===== config.mk =====
export PLATFORM = sky130hd
export DESIGN_NAME = add_seq_wide
export DESIGN_NICKNAME = d
export VERILOG_FILES = /design/src/rtl/add_seq_wide.sv
export SDC_FILE = /design/constraint.sdc
export NUM_CORES = 1
export LEC_CHECK = 0
export CAP_MARGIN = 20
export CELL_PAD_IN_SITES_DETAIL_PLACEMENT = 0
export CELL_PAD_IN_SITES_GLOBAL_PLACEMENT = 1
export CORE_UTILIZATION = 39
export CTS_BUF_LIST = sky130_fd_sc_hd__clkbuf_8
export DETAILED_ROUTE_END_ITERATION = 8
export PLACE_DENSITY = 0.95
export SETUP_SLACK_MARGIN = 0.5
export SYNTH_ARGS = -nofsm -noshare
export SYNTH_HDL_FRONTEND = slang
export SYNTH_SLANG_ARGS = --single-unit
export TNS_END_PERCENT = 5

===== constraint.sdc =====
create_clock -name clk -period 2.7 [get_ports clk]
set_clock_uncertainty 0.15 [all_clocks]
set_input_delay 0.54 -clock clk [delete_from_list [all_inputs] [get_ports clk]]
set_output_delay 0.54 -clock clk [all_outputs]
set_load 0.03 [all_outputs]

===== src/rtl/add_seq_wide.sv =====
// Multi-pass wide add/subtract sequencer around an external 32-bit combinational adder.
// Operands are taken once, fed to the adder a word per cycle LSW first, and the result is held until consumed.
module add_seq_wide #(
  parameter int NWORDS = 2,
  localparam int W = 32 * NWORDS
) (
  input  logic          clk,
  input  logic          reset_n,
  input  logic          in_valid,
  output logic          in_ready,
  input  logic [W-1:0]  in_a,
  input  logic [W-1:0]  in_b,
  input  logic          in_sub,
  output logic          out_valid,
  input  logic          out_ready,
  output logic [W-1:0]  out_sum,
  output logic          out_co,
  output logic          out_ovf,
  output logic [31:0]   add_a,
  output logic [31:0]   add_b,
  output logic          add_ci,
  input  logic [31:0]   add_s,
  input  logic          add_co
);

  localparam int IDXW = (NWORDS > 1) ? $clog2(NWORDS) : 1;

  typedef enum logic [1:0] {IDLE, RUN, DONE} state_t;

  state_t            state_q;
  logic [W-1:0]      a_q;
  logic [W-1:0]      b_q;
  logic [W-1:0]      sum_q;
  logic              carry_q;
  logic [IDXW-1:0]   idx_q;
  logic              co_q;
  logic              ovf_q;
  logic              last_pass;

  assign last_pass = (idx_q == IDXW'(NWORDS - 1));

  // Adder inputs are forced to zero outside RUN so the shared adder sees no activity when idle.
  assign add_a  = (state_q == RUN) ? a_q[32*idx_q +: 32] : '0;
  assign add_b  = (state_q == RUN) ? b_q[32*idx_q +: 32] : '0;
  assign add_ci = (state_q == RUN) ? carry_q : 1'b0;

  assign in_ready  = (state_q == IDLE);
  assign out_valid = (state_q == DONE);
  assign out_sum   = sum_q;
  assign out_co    = co_q;
  assign out_ovf   = ovf_q;

  always_ff @(posedge clk or negedge reset_n) begin
    if (!reset_n) begin
      state_q <= IDLE;
      a_q     <= '0;
      b_q     <= '0;
      sum_q   <= '0;
      carry_q <= 1'b0;
      idx_q   <= '0;
      co_q    <= 1'b0;
      ovf_q   <= 1'b0;
    end else begin
      case (state_q)
        IDLE: begin
          if (in_valid) begin
            a_q     <= in_a;
            // Subtract is A + ~B + 1: invert B once here and seed the carry chain with 1.
            b_q     <= in_sub ? ~in_b : in_b;
            carry_q <= in_sub;
            idx_q   <= '0;
            state_q <= RUN;
          end
        end
        RUN: begin
          sum_q[32*idx_q +: 32] <= add_s;
          carry_q               <= add_co;
          if (last_pass) begin
            co_q    <= add_co;
            // Carry into the MSB recovered from the MSB sum bit; ovf is cin(MSB) ^ cout(MSB).
            ovf_q   <= add_co ^ (a_q[W-1] ^ b_q[W-1] ^ add_s[31]);
            state_q <= DONE;
          end else begin
            idx_q <= idx_q + IDXW'(1);
          end
        end
        DONE: begin
          if (out_ready) state_q <= IDLE;
        end
        default: state_q <= IDLE;
      endcase
    end
  end

endmodule


==> results.toml <==
[outcome]
status = "finished with violations"
violations = "design-rule violations"

[timing]
relSlewSlack = 0.599
fmax_mhz = 401
fin_crit_sh = 0.924
slew_violations = 0
final.setup.tns_ps = 0
setup_viol_count_final = 0
finalHoldViolCount = 0
tightest_slew_ps = 601
rsz0062_at_grt = "yes"
fin_crit_ps = 2500
timing.final.ws_setup_ps = 204

[global_route]
grt_pass1_vias = 6730
globalRouteOverflowTotal = 0
grt_use_total = 0.201
grt_pass1_wl_um = 36500
antenna_found_initial = 2
grt_max_degree = 66

[logic_synthesis]
synth_area_leaders = "dfrtp_1 (56%), mux2_2 (16%), mux2i_1 (7.3%), xnor2_1 (6.7%), nor2_1 (5.5%)"
seq_area_frac_synth = 0.562
ys_ff_latch = 198
ys_types = 19
synth_fp_nets = 886
synth_top_area_frac = 0.562
synth_warnings = 0
syn_area_sq_um = 8810
syn_avg_cell_area_sq_um = 12.2
yosys.area.top_type = "dfrtp_1"
syn_inst = 720

[layout]
final_cell_area_sq_um = 12800
fin_cells = 1316
syn2layout_area_growth_pct = 45.7
multi_input_area_sq_um = 3680
final-seq-area_sq_um = 4960
nFillCells = 1832
fin_util = 0.583
drive_gt1_frac = 0.265
fin_nets = 1187

[flow_run]
max_cap_violations = 0

[route]
avgRoutedWirePerCell_um = 17.3
drc = 29
dr.pass1.iters = 7
detail-route-antenna-nets = 0
routed_wirelength_um = 22700
drt-initial-drc-count = 287
dr_total_vias = 6406
via_per_inst = 4.87

[setup_path]
required_ps = 2010
cp-endpoint = "add_a[7]"
reg2reg_from = "idx_q"
worstSetupPathType = "reg2out"
start_kind = "flip-flop"
rrSetupSlack_ps = 570
r2r_end = "out_sum[23]"
cp_max_fo = 13
startpoint = "idx_q"
critPathArrivalTime_ps = 1810
end_kind = "primary output"
ff2ff_path_depth = 6

[floorplan]
die_h_um = 152
io_pins = 299
start_util = 0.400
die_w_um = 152
die-area_sq_um = 23200
core_area_sq_um = 22000
rows = 54

[clocking]
clockBufferDepth = 2
cts_tree = "done"
htree_levels = 4
clk_pin_slew_ps = 100
cts_buffers = 17
insertion_delay_ps = 460
clkSinkCount = 198
ctsRootBufferMaster = "clkbuf_8"

[placement]
place_congestion = 0.801
dpl_cell_area_sq_um = 12200
dp_hpwl_um = 16300
port_buffers = 298
dp_slack_ps = 255
dp_cells = 1272

[power_and_ir_drop]
peakVddDrop_mv = 0.568
pwr-share-comb = 0.546
p_int_mw = 9.36
clkPwrFrac = 0.120
p_sw_frac = 0.413
power.share.sequential = 0.334
leakagePower_nw = 5.40
p_sw_mw = 6.58
p_per_area_nw_per_um2 = 1240

[worst_hold_path]
hp-class = "reg2reg"
min_from = "a_q[21]"
hold_depth = 1
-- metrics by stage --
stage	hold WS, ps	power, mW
2_1_floorplan	94.4	10.5
3_3_place_gp	317	13.6
3_5_place_dp	334	13.8
4_1_cts	356	15.9
5_1_grt	377	16.9
6_report	354	15.9
-- logic make-up after synthesis --
kind of cell,after synthesis,synth area share
flops,198,0.562
simple gates,139,0.0623
buf+inv,55,0.0325
compound gates,68,0.0390
mux,193,0.237
xor+xnor,67,0.0666
-- layout make-up --
class                      count  area share
inverter                       4     0.00117
timing repair buffer         333       0.268
multi-input combinational    467       0.286
clock buffer                  17      0.0182
sequential                   198       0.386
tap                          280      0.0273
antenna                        2    0.000390
clock inverter                15      0.0129
-- cell usage in the layout, fill, tap and decap left out, drive strengths merged --
master	netlist	routed
or2	1	1
mux2i	64	64
nand2b	2	2
dlygate4sd2	0	2
nand3b	1	1
xnor2	67	67
dfrtp	198	198
clkdlybuf4s50	0	229
clkinv	0	6
mux2	129	129
a21oi	64	64
clkbuf	5	19
dlygate4sd3	0	1
clkdlybuf4s15	0	28
nor2	131	131
nand2	3	3
nor3b	1	1
diode	0	2
inv	4	12
o21ai	3	3
buf	46	71
o221ai	1	1
bufinv	0	1
-- routing by layer --
layer	GRT usage	vias to the layer above	wire [um]
met2	0.346	215	11500
met5	0	-	0
met3	0.0543	21	1450
li1	-	3041	-
met1	0.245	3129	9370
met4	0.0632	0	371
-- flip-flops by register name, summed over array words and instances, names as in the netlist --
signal   count
b_q         64
out_sum     64
carry_q      1
idx_q        1
out_co       1
out_ovf      1
a_q         64
state_q      2
-- power by group through the flow --
stage	logic [mW]	registers [mW]	clock network, mW
detailed placement	8.43	5.35	0
finish	8.70	5.32	1.92
CTS	8.58	5.30	1.98
global placement	8.30	5.25	0
global route	9.25	5.52	2.12
floorplan	4.34	6.13	0
-- cell usage after synthesis, drive strengths merged --
master	number
o221ai	1
nand2b	2
nand3b	1
o21ai	3
mux2i	64
dfrtp	198
xnor2	67
nor3b	1
nand2	3
inv	4
clkbuf	5
buf	46
a21oi	64
or2	1
nor2	131
mux2	129
-- critical path, stage by stage (launching register included) --
cell	delay (ps)
dfrtp_4	580
buf_12	190
mux2i_2	160
nor2_1	100
clkdlybuf4s15_2	310
-- worst min-delay path by stage --
stage,endpoint,slack (ps)
floorplan,a_q[0],90
CTS,a_q[21],360
detailed placement,a_q[21],330
global placement,a_q[20],320
global route,a_q[26],380
finish,a_q[21],350
-- what timing repair did --
item / in CTS / in global routing
endpoints found under the setup margin: 127 / 133
hold buffers: 1 / 0
pin swaps: 0 / 1
hold endpoints to repair: 59 / 0
resized for setup: 123 / 20
buffers inserted: 2 / 5
gates cloned: 1 / 1
Power figures use the tool's default switching activity.
